### config.mk
export PLATFORM = sky130hd
export DESIGN_NAME = port_rx
export DESIGN_NICKNAME = d
export VERILOG_FILES = /design/src/rtl/port_rx.sv
export SDC_FILE = /design/constraint.sdc
export NUM_CORES = 1
export LEC_CHECK = 0
export CAP_MARGIN = 0
export CORE_MARGIN = 5
export CORE_UTILIZATION = 50
export CTS_BUF_LIST = sky130_fd_sc_hd__clkbuf_8
export DETAILED_ROUTE_END_ITERATION = 6
export PLACE_DENSITY = 0.71
export SYNTH_ARGS = -nofsm -noshare
export SYNTH_HDL_FRONTEND = slang
export SYNTH_SLANG_ARGS = --single-unit
export TNS_END_PERCENT = 30
### constraint.sdc
create_clock -name clk -period 6.9 [get_ports clk]
set_input_delay 1.035 -clock clk [delete_from_list [all_inputs] [get_ports clk]]
set_output_delay 1.035 -clock clk [all_outputs]
set_load 0.005 [all_outputs]
### src/rtl/port_rx.sv
// Ingress port: validates packet headers, buffers bytes store-and-forward, releases only whole packets.
// Optional statistics counters are built when PORT_RX_STATS_EN is defined.
module port_rx #(
  parameter int DEPTH   = 32,
  parameter int PORT_ID = 0
) (
  input  logic        clk,
  input  logic        rst_n,
  input  logic        in_valid,
  input  logic        in_sop,
  input  logic        in_eop,
  input  logic [7:0]  in_data,
  output logic        in_ready,
  output logic        out_valid,
  output logic        out_sop,
  output logic        out_eop,
  output logic [7:0]  out_data,
  output logic [3:0]  out_target,
  input  logic        out_ready,
  output logic        drop_pulse,
  output logic [15:0] rx_pkt_cnt,
  output logic [15:0] rx_drop_cnt,
  output logic [1:0]  dbg_state
);
  // Handshake: a byte moves only on a cycle where valid and ready are both high.
  localparam int AW = $clog2(DEPTH);
  localparam int PW = AW + 1;
  localparam logic [PW-1:0] PTR_ONE = PW'(1);

  typedef enum logic [1:0] {IDLE = 2'd0, BODY = 2'd1, DROP = 2'd2} state_e;

  state_e        state_q;
  logic [PW-1:0] wr_ptr_q, commit_ptr_q, rd_ptr_q;
  logic [4:0]    len_q;
  logic          drop_pulse_q;
  logic          out_valid_q, out_sop_q, out_eop_q, next_sop_q;
  logic [7:0]    out_data_q;
  logic [3:0]    out_target_q;
  logic [8:0]    mem_q [DEPTH];

  logic          accept, hdr_ok, over_len, commit_now, full, load;
  logic          hdr_wr, body_wr, wr_en;
  logic [PW-1:0] wr_addr, avail_ptr, used;
  logic [8:0]    rd_word;

  assign accept     = in_valid && in_ready;
  assign hdr_ok     = in_sop && !in_eop && (in_data[7:4] != 4'b0000) && !in_data[4+PORT_ID];
  assign over_len   = (len_q == 5'd16);
  assign commit_now = accept && (state_q == BODY) && !in_sop && !over_len && in_eop;

  // The byte held in the output register still owns its slot until it is taken.
  assign used     = wr_ptr_q - rd_ptr_q + {{(PW-1){1'b0}}, out_valid_q};
  assign full     = (used == PW'(DEPTH));
  assign in_ready = rst_n && ((state_q == DROP) || !full);

  // In IDLE/DROP wr_ptr equals commit_ptr, so a header always lands at commit_ptr.
  assign hdr_wr  = accept && hdr_ok && (state_q != DROP);
  assign body_wr = accept && (state_q == BODY) && !in_sop && !over_len;
  assign wr_en   = hdr_wr || body_wr;
  assign wr_addr = hdr_wr ? commit_ptr_q : wr_ptr_q;

  always_ff @(posedge clk) begin
    if (wr_en) mem_q[wr_addr[AW-1:0]] <= {in_eop, in_data};
  end

  always_ff @(posedge clk or negedge rst_n) begin
    if (!rst_n) begin
      state_q      <= IDLE;
      wr_ptr_q     <= '0;
      commit_ptr_q <= '0;
      len_q        <= '0;
      drop_pulse_q <= 1'b0;
    end else begin
      drop_pulse_q <= 1'b0;
      if (accept) begin
        case (state_q)
          IDLE: begin
            if (!in_sop) begin
              drop_pulse_q <= 1'b1;
            end else if (hdr_ok) begin
              wr_ptr_q <= commit_ptr_q + PTR_ONE;
              len_q    <= 5'd1;
              state_q  <= BODY;
            end else begin
              drop_pulse_q <= 1'b1;
              state_q      <= in_eop ? IDLE : DROP;
            end
          end
          BODY: begin
            if (in_sop) begin
              // Abandon the open packet and restart on this header in the same beat.
              drop_pulse_q <= 1'b1;
              if (hdr_ok) begin
                wr_ptr_q <= commit_ptr_q + PTR_ONE;
                len_q    <= 5'd1;
              end else begin
                wr_ptr_q <= commit_ptr_q;
                state_q  <= in_eop ? IDLE : DROP;
              end
            end else if (over_len) begin
              drop_pulse_q <= 1'b1;
              wr_ptr_q     <= commit_ptr_q;
              state_q      <= in_eop ? IDLE : DROP;
            end else begin
              wr_ptr_q <= wr_ptr_q + PTR_ONE;
              len_q    <= len_q + 5'd1;
              if (in_eop) begin
                commit_ptr_q <= wr_ptr_q + PTR_ONE;
                state_q      <= IDLE;
              end
            end
          end
          DROP: begin
            if (in_eop) state_q <= IDLE;
          end
          default: state_q <= IDLE;
        endcase
      end
    end
  end

  // Egress sees a commit in the same cycle it happens, so sop appears one cycle after eop.
  assign avail_ptr = commit_now ? (wr_ptr_q + PTR_ONE) : commit_ptr_q;
  assign load      = (!out_valid_q || out_ready) && (rd_ptr_q != avail_ptr);
  assign rd_word   = mem_q[rd_ptr_q[AW-1:0]];

  always_ff @(posedge clk or negedge rst_n) begin
    if (!rst_n) begin
      rd_ptr_q     <= '0;
      out_valid_q  <= 1'b0;
      out_sop_q    <= 1'b0;
      out_eop_q    <= 1'b0;
      out_data_q   <= 8'h00;
      out_target_q <= 4'h0;
      next_sop_q   <= 1'b1;
    end else if (load) begin
      rd_ptr_q    <= rd_ptr_q + PTR_ONE;
      out_valid_q <= 1'b1;
      out_sop_q   <= next_sop_q;
      out_eop_q   <= rd_word[8];
      out_data_q  <= rd_word[7:0];
      next_sop_q  <= rd_word[8];
      if (next_sop_q) out_target_q <= rd_word[7:4];
    end else if (out_ready) begin
      out_valid_q <= 1'b0;
    end
  end

`ifdef PORT_RX_STATS_EN
  logic [15:0] pkt_cnt_q, drop_cnt_q;

  always_ff @(posedge clk or negedge rst_n) begin
    if (!rst_n) begin
      pkt_cnt_q  <= 16'h0000;
      drop_cnt_q <= 16'h0000;
    end else begin
      if (commit_now && (pkt_cnt_q != 16'hFFFF)) pkt_cnt_q <= pkt_cnt_q + 16'd1;
      if (drop_pulse_q && (drop_cnt_q != 16'hFFFF)) drop_cnt_q <= drop_cnt_q + 16'd1;
    end
  end

  assign rx_pkt_cnt  = pkt_cnt_q;
  assign rx_drop_cnt = drop_cnt_q;
`else
  assign rx_pkt_cnt  = 16'h0000;
  assign rx_drop_cnt = 16'h0000;
`endif

  assign out_valid  = out_valid_q;
  assign out_sop    = out_sop_q;
  assign out_eop    = out_eop_q;
  assign out_data   = out_data_q;
  assign out_target = out_target_q;
  assign drop_pulse = drop_pulse_q;
  assign dbg_state  = state_q;
endmodule

* Word-level counts from Yosys, hierarchy flattened *
Memory sizes are Yosys's and may differ from the RTL's.
Index checks and enable logic that the tools add are counted.

operators by class
  add/subtract/negate cells = 6
  multipliers = 0
  div/mod/pow operators = 0
  order comparisons = 0
  equal/unequal tests = 10
  shifts and indexed selects = 0
  mux-type cells = 31
  bitwise logic cells = 2
  reduce and logical (&&, ||, !) cells = 30

operators by type and width
  cell                   count
  $mux W6                6
  $mux W5                5
  $add A6 B1 Y6 const B  3
  $mux W2                7
  $logic_and A1 B1 Y1    12
  $pmux W6 S2            1
  $pmux W5 S2            1
  $mux W1                9
  $reduce_and A4 Y1      2
  $add A6 B1 Y6          1
  $eq A6 B6 Y1 const B   1
  $logic_not A1 Y1       6
  $ne A2 B2 Y1 const B   3
  $ne A3 B3 Y1 const B   2
  $ne A6 B6 Y1           1
  $pmux W2 S3            1
  $sub A6 B6 Y6          1
  $add A5 B1 Y5 const B  1
  $eq A5 B5 Y1 const B   1
  $reduce_and A5 Y1      1
  $reduce_bool A2 Y1     2
  $reduce_bool A4 Y1     1
  $logic_or A1 B1 Y1     3
  $reduce_and A3 Y1      1
  6 further kinds        7

storage, ports and cells
  flip-flop bits (word level) = 42
  bits in latches = 0
  RAM bits = 288
  bits in read-only memories = 0
  output and inout port bits = 51
  word-level logic and storage cells = 92
  memories = 1

memories
  name   depth  bits a word  rd ports  clocked after memory_dff  wr ports  line  RTL
  mem_q  32     9            1         0                         1         39    logic [8:0] mem_q [DEPTH];

* Logic depth before layout (Yosys ltp) *
  depth after elaboration = 15
  mapped depth = 15
  gate-level depth less buffers = 12

* Worst setup path before layout *
No wires, ideal clock.

  path kind = register to register
  start = register rd_ptr_q[1]
  end = memory mem_q[25][0] (enable)
  library setup time = 0.374 ns
  arrival time = 3.987 ns
  data required time = 6.526 ns
  setup slack = 2.539 ns
  stages on the path, launching flop included = 15
  path buffers = 4
  period minus slack after synthesis = 4.361 ns
  path through = dfrtp_1 > clkbuf_1 > clkbuf_1 > buf_1 > inv_1 > ha_1 > ha_1 > and3_1 > or4b_1 > a221oi_2 > o21a_4 > buf_6 > nor3_4 > mux2_2 > nor2_1

on the way
  word-level cells in the longest chain between the ends = 13
  elaborated cells between the ends (all ways) = 16

ends and longest elaborated chain
  element                            line  RTL
  start, declared                    33    logic [PW-1:0] wr_ptr_q, commit_ptr_q, rd_ptr_q;
  start signal, assigned             137   rd_ptr_q <= rd_ptr_q + PTR_ONE;
  $sub A6 B6 Y6 *                    52    assign used = wr_ptr_q - rd_ptr_q + {{(PW-1){1'b0}}, out_valid_q};
  $add A6 B1 Y6 *                    52
  $eq A6 B6 Y1 *                     53    assign full = (used == PW'(DEPTH));
  $logic_not A1 Y1 *                 54    assign in_ready = rst_n && ((state_q == DROP) || !full);
  $logic_or A1 B1 Y1 *               54
  $logic_and A1 B1 Y1 *              54
  $logic_and A1 B1 Y1 *              46    assign accept = in_valid && in_ready;
  $logic_and A1 B1 Y1 (3 in series)  58    assign body_wr = accept && (state_q == BODY) && !in_sop && !over_len;
  $logic_or A1 B1 Y1                 59    assign wr_en = hdr_wr || body_wr;
  $mux W1                            63    if (wr_en) mem_q[wr_addr[AW-1:0]] <= {in_eop, in_data};
  $mux W1 (implied by the code)      63
  end, declared                      39

Mark *: on every way between the ends. The rest lies on a longest branch, timed or not.

* Worst setup path in the final report *
  start = register rd_ptr_q[0]
  end = output in_ready

on the way
  word-level cells in the longest chain between the ends = 6

ends and longest elaborated chain
  element              line  RTL
  $sub A6 B6 Y6        52
  $add A6 B1 Y6        52
  $eq A6 B6 Y1         53
  $logic_not A1 Y1     54
  $logic_or A1 B1 Y1   54
  $logic_and A1 B1 Y1  54
  end, declared        13    output logic in_ready,

No other way between the ends.

==> results <==
- The run finished with clean final reports.
- Of the available clock period, the critical path in the final layout requires around 75%.
- The boundary pin count is 65.
- STA puts the critical path data required time at between 5 and 6 ns.
- The tree is rooted in a sky130_fd_sc_hd__clkbuf_8.
- The first-iteration detailed-routing DRC count is roughly 660.
- The net total in the final layout is ~900.
- The final max-slew violation count is 0.
- After synthesis, the largest family of logic cells by area is multiplexers.
- The complex-gate fraction of the synthesized area is under 10%.
- For this run, design rule violations remaining after detail routing come to 0.
- The measured slew at the worst slew-check pin is ~0.87 ns.
- During placement, the flow inserted port buffers numbering 32.
- The number of global-route vias before repair came to approximately 7400.
- The largest voltage drop on the vdd net is ~0.00017 V.
- Of the total synthesized cell area, the portion taken by XOR and XNOR cells is under 10%.
- The clock network power share is between 20% and 30%.
- In this run the static leakage power is 0.00530 uW.
- The final count of negative-setup-slack endpoints is 0.
- The kind of launch point of the worst setup path is a register.
- The worst relative slew slack is between 40% and 50%.
- Combinational cells account for 28.5% of the total power.
- The vertical die dimension is 179 um.
- The relative contribution of sequential cells to total power is around 44%.
- The worst stage delay on the critical path is approximately 0.93 ns.
- The area of the core is 0.0279 sq mm.
- The die is approximately 180 um wide.
- The internal power of the cells is just under 4000 uW.
- The net switching power figure is roughly 1700 uW.
- The highest achievable clock rate is 0.193 GHz.
- In this run the power density over the cells is roughly 350 mW/mm^2.
- The CTS tree is done.
- Yosys mapped the design onto 65 distinct sky130hd cell types.
- For this run, the number of Yosys warnings is 0.
- The area growth from synthesis to final layout is 11.0%.
- The worst setup path is of the reg2out kind.
- The post-synthesis instance area is around 0.014 sq mm.
- The routed design has 30.6 mm of wire.
- Of the cells placed in the final design, the portion with a size suffix greater than 1 is between 20 and 25%.
- After synthesis, the share of flip-flops with an asynchronous set or reset is around an eighth.
- The minimum setup slack after placement is about 1.8 ns.
- Net switching is a little under a third of the power.
- For this configuration, the core starts out at a cell density of 50.9%.
- The synthesized-area fraction occupied by adder cells is approximately 1.5%.
- The residual overflow from global routing is 0.
- The buffer count from post-CTS setup fixing is 0.
- The summed negative setup slack over all endpoints is 0 ns.
- The clock network latency to the later pin of the worst-skew pair is approximately 0.6 ns.
- The slack of the critical path is roughly 1.7 ns.
- The final hold violation count is 0.
- The worst hold path class is reg2reg.
- At the worst endpoint, the arrival time is 4.14 ns.
- The basic-gate share of the synthesized area counting and, or, nand and nor cells is under 10%.
- The number of nets with antenna violations after detailed routing is 0.
- No sink is reached through more buffers than the 3 on the longest clock path.
- Counting the fill cells in the layout gives about 2100.
- The final weighted congestion of routability-driven global placement is 0.852.
- Multiplexer cells account for approximately 17% of the synthesized area.
- The number of max-cap violations is 0.
- The cell with the most instances on the worst path is sky130_fd_sc_hd__ha_1.
- The floorplan has 61 rows.
- The cell count after synthesis came out at 790.
- For this run, the detailed router's first-pass iteration total came to 5.
- Setup repair after global routing left no endpoint under its margin.
- The number of antenna violations at the first check in global routing is 0.
- The largest individual stage delay along the critical path comes from the cell sky130_fd_sc_hd__dfrtp_4.
- The clock sink count is 330.
- In the routed layout, each cell is associated on average with a via count of between 5 and 6.
- The maximum fanout along the worst path is 39.
- The wire length per cell is around 24 um.
- The signal on the critical path passes through ha_1 > inv_1 > ha_1 > fa_1 > or4_1 > a221oi_2 > o21ai_2 > and2_1 > clkdlybuf4s50_1.
- The die covers approximately 0.032 sq mm.
- The pin count of the biggest net entering global routing is 46.
- The clock slew at the register clock pins of the worst setup and hold paths is approximately 0.070 ns.
- The clock period could shrink to between 5 and 6 ns.
- The number of gates resized after CTS was 0.
- Across all hold checks on the routed design, the worst slack comes to 0.481 ns.
- The post-detailed-placement half-perimeter wirelength is just under 20 mm.
- The register area share after synthesis is approximately 70%.
- The detailed router placed between 7000 and 8000 vias in this run.
- In this run the number of H-tree levels came out at 2.
- On the final layout, the worst clock skew is around 0.033 ns.
- The wire length of the first global-routing pass is around 46 mm.
- The worst setup path is captured at an output pin.
- TritonCTS created 52 clock buffers.
- The antenna diode count is 0.
- The global router's overall resource usage is about a fifth.
- The number of enable flip-flop cells after synthesis is approximately 290.
- In this run the mean area of a mapped cell was roughly 18 sq um.
- The most used flip-flop cell after synthesis is sky130_fd_sc_hd__edfxtp_1.
- The flop and latch count out of synthesis is between 300 and 400.
- The number of hold buffers added after CTS was 0.
[registers in the layout (all words and copies together), names as in the netlist, 2 cells and up]
name / flops
mem_q: 288
out_data: 8
commit_ptr_q: 6
rd_ptr_q: 6
wr_ptr_q: 6
len_q: 5
out_target: 4
dbg_state: 2
[path summary, 6_finish.rpt]
path | from | to | slack (ns) | depth (start not counted)
max in group asynchronous | rst_n | rd_ptr_q[0] | 5.92 | 2
min in group asynchronous | rst_n | commit_ptr_q[5] | 0.53 | 2
setup / recovery | rd_ptr_q[0] | in_ready | 1.72 | 9
hold reg to reg | out_sop | out_sop | 0.48 | 1
setup reg to reg | rd_ptr_q[0] | mem_q[15][5] | 2.10 | 10
hold / removal | out_sop | out_sop | 0.48 | 1
[worst max-delay path: cells and delay by family (launching register included)]
kind / cells / cell delay, ns
AOI/OAI and AO/OA: 2 / 0.44
and+or+nand+nor: 2 / 0.73
adders and majority gates: 3 / 0.94
buffers and inverters: 2 / 0.50
DFF: 1 / 0.93
[cell usage in the layout (no fill, tap or decap), types with 4 or more instances in the layout]
cell type and n:
sky130_fd_sc_hd__conb_1 32, sky130_fd_sc_hd__buf_4 14, sky130_fd_sc_hd__clkbuf_8 59, sky130_fd_sc_hd__xor2_1 5, sky130_fd_sc_hd__o22ai_1 7, sky130_fd_sc_hd__clkinv_2 4, sky130_fd_sc_hd__nor3_1 10, sky130_fd_sc_hd__clkdlybuf4s50_1 31
sky130_fd_sc_hd__nor4_1 6, sky130_fd_sc_hd__nand3_1 12, sky130_fd_sc_hd__ha_1 15, sky130_fd_sc_hd__nor2_1 51, sky130_fd_sc_hd__dfrtp_1 39, sky130_fd_sc_hd__nand2b_1 4, sky130_fd_sc_hd__o21ai_0 10, sky130_fd_sc_hd__a21oi_1 12
sky130_fd_sc_hd__mux2_4 12, sky130_fd_sc_hd__nand2_1 45, sky130_fd_sc_hd__a31oi_1 5, sky130_fd_sc_hd__mux2_2 11, sky130_fd_sc_hd__edfxtp_1 288, sky130_fd_sc_hd__mux4_2 90, sky130_fd_sc_hd__clkinv_1 8, sky130_fd_sc_hd__nand3b_1 4
sky130_fd_sc_hd__inv_1 32, sky130_fd_sc_hd__nor3b_1 5, sky130_fd_sc_hd__mux2i_1 9, sky130_fd_sc_hd__xnor2_1 13
[power by group through the flow]
stage	combinational [uW]	clock, uW	sequential, uW
finish	1580	1530	2440
global route	1700	1660	2470
CTS	1600	1550	2450
detailed placement	1590	0	2490
global placement	1570	0	2480
floorplan	1220	0	2340
[synthesized netlist by cell type (2+ instances only)]
library cell	count	area share, %
sky130_fd_sc_hd__dfrtp_1	41	7.2
sky130_fd_sc_hd__nand3_1	12	0.42
sky130_fd_sc_hd__or2_2	3	0.13
sky130_fd_sc_hd__mux2i_1	9	0.63
sky130_fd_sc_hd__ha_1	15	1.3
sky130_fd_sc_hd__buf_4	33	1.7
sky130_fd_sc_hd__mux4_2	90	14
sky130_fd_sc_hd__nand2_1	45	1.2
sky130_fd_sc_hd__nor3_4	2	0.23
sky130_fd_sc_hd__o21ai_0	10	0.35
sky130_fd_sc_hd__nor4_1	6	0.26
sky130_fd_sc_hd__nor4b_1	2	0.12
sky130_fd_sc_hd__nor3_1	10	0.35
sky130_fd_sc_hd__mux2_2	11	0.87
sky130_fd_sc_hd__and3_1	2	0.088
sky130_fd_sc_hd__buf_6	2	0.16
sky130_fd_sc_hd__a22o_1	2	0.12
sky130_fd_sc_hd__o22ai_1	7	0.31
sky130_fd_sc_hd__a31oi_1	5	0.22
sky130_fd_sc_hd__inv_1	15	0.40
sky130_fd_sc_hd__a21o_1	3	0.16
sky130_fd_sc_hd__nor3b_1	5	0.26
sky130_fd_sc_hd__o221ai_1	2	0.12
sky130_fd_sc_hd__and3_4	2	0.16
sky130_fd_sc_hd__xor2_1	5	0.31
sky130_fd_sc_hd__a21oi_1	12	0.42
sky130_fd_sc_hd__mux2_4	12	1.3
sky130_fd_sc_hd__buf_2	10	0.35
sky130_fd_sc_hd__nor2_1	51	1.3
sky130_fd_sc_hd__a32oi_2	2	0.23
sky130_fd_sc_hd__xnor2_1	13	0.80
sky130_fd_sc_hd__clkbuf_1	18	0.48
sky130_fd_sc_hd__nand3b_1	4	0.21
sky130_fd_sc_hd__buf_1	6	0.16
sky130_fd_sc_hd__edfxtp_1	288	61
sky130_fd_sc_hd__nor2b_1	3	0.13
sky130_fd_sc_hd__nand2b_1	4	0.18
[cell type report]
type	count	area [sq um]	share of cell area [%]
clock buffer	59	812	5.15
clock inverter	32	153	0.967
inverter	15	56.3	0.357
multi-input combinational	406	4160	26.4
sequential	330	9710	61.5
tap	378	473	3.00
timing repair buffer	46	420	2.66
[stage by stage]
stage / instances / utilization [%] / area [sq um] / total power, uW
2_1_floorplan: 821 / - / 14300 / 3560
3_3_place_gp: 1175 / 53.0 / 14800 / 4060
3_5_place_dp: 1175 / 53.0 / 14800 / 4080
4_1_cts: 1266 / 56.5 / 15800 / 5600
5_1_grt: 1266 / 56.5 / 15800 / 5820
6_report: 1266 / 56.5 / 15800 / 5560
[layer usage]
metal / up-vias / GRT usage [%] / share of wire, %
li1: 3202 / - / -
met1: 3727 / 28.4 / 42
met2: 302 / 31.0 / 47
met3: 52 / 3.77 / 7.8
met4: 0 / 5.72 / 2.4
met5: - / 0 / 0
[cells by family (layout without fill, tap and decap cells)]
group                      Yosys count  after routing
xor gates and xnor gates            19             19
DFF                                330            330
buffers and inverters               85            152
AOI/OAI and AO/OA                   59             59
adders and majority gates           16             16
and+or+nand+nor                    158            158
other                                1             32
muxes                              122            122
Note: power is estimated with default switching activity, not from simulation.
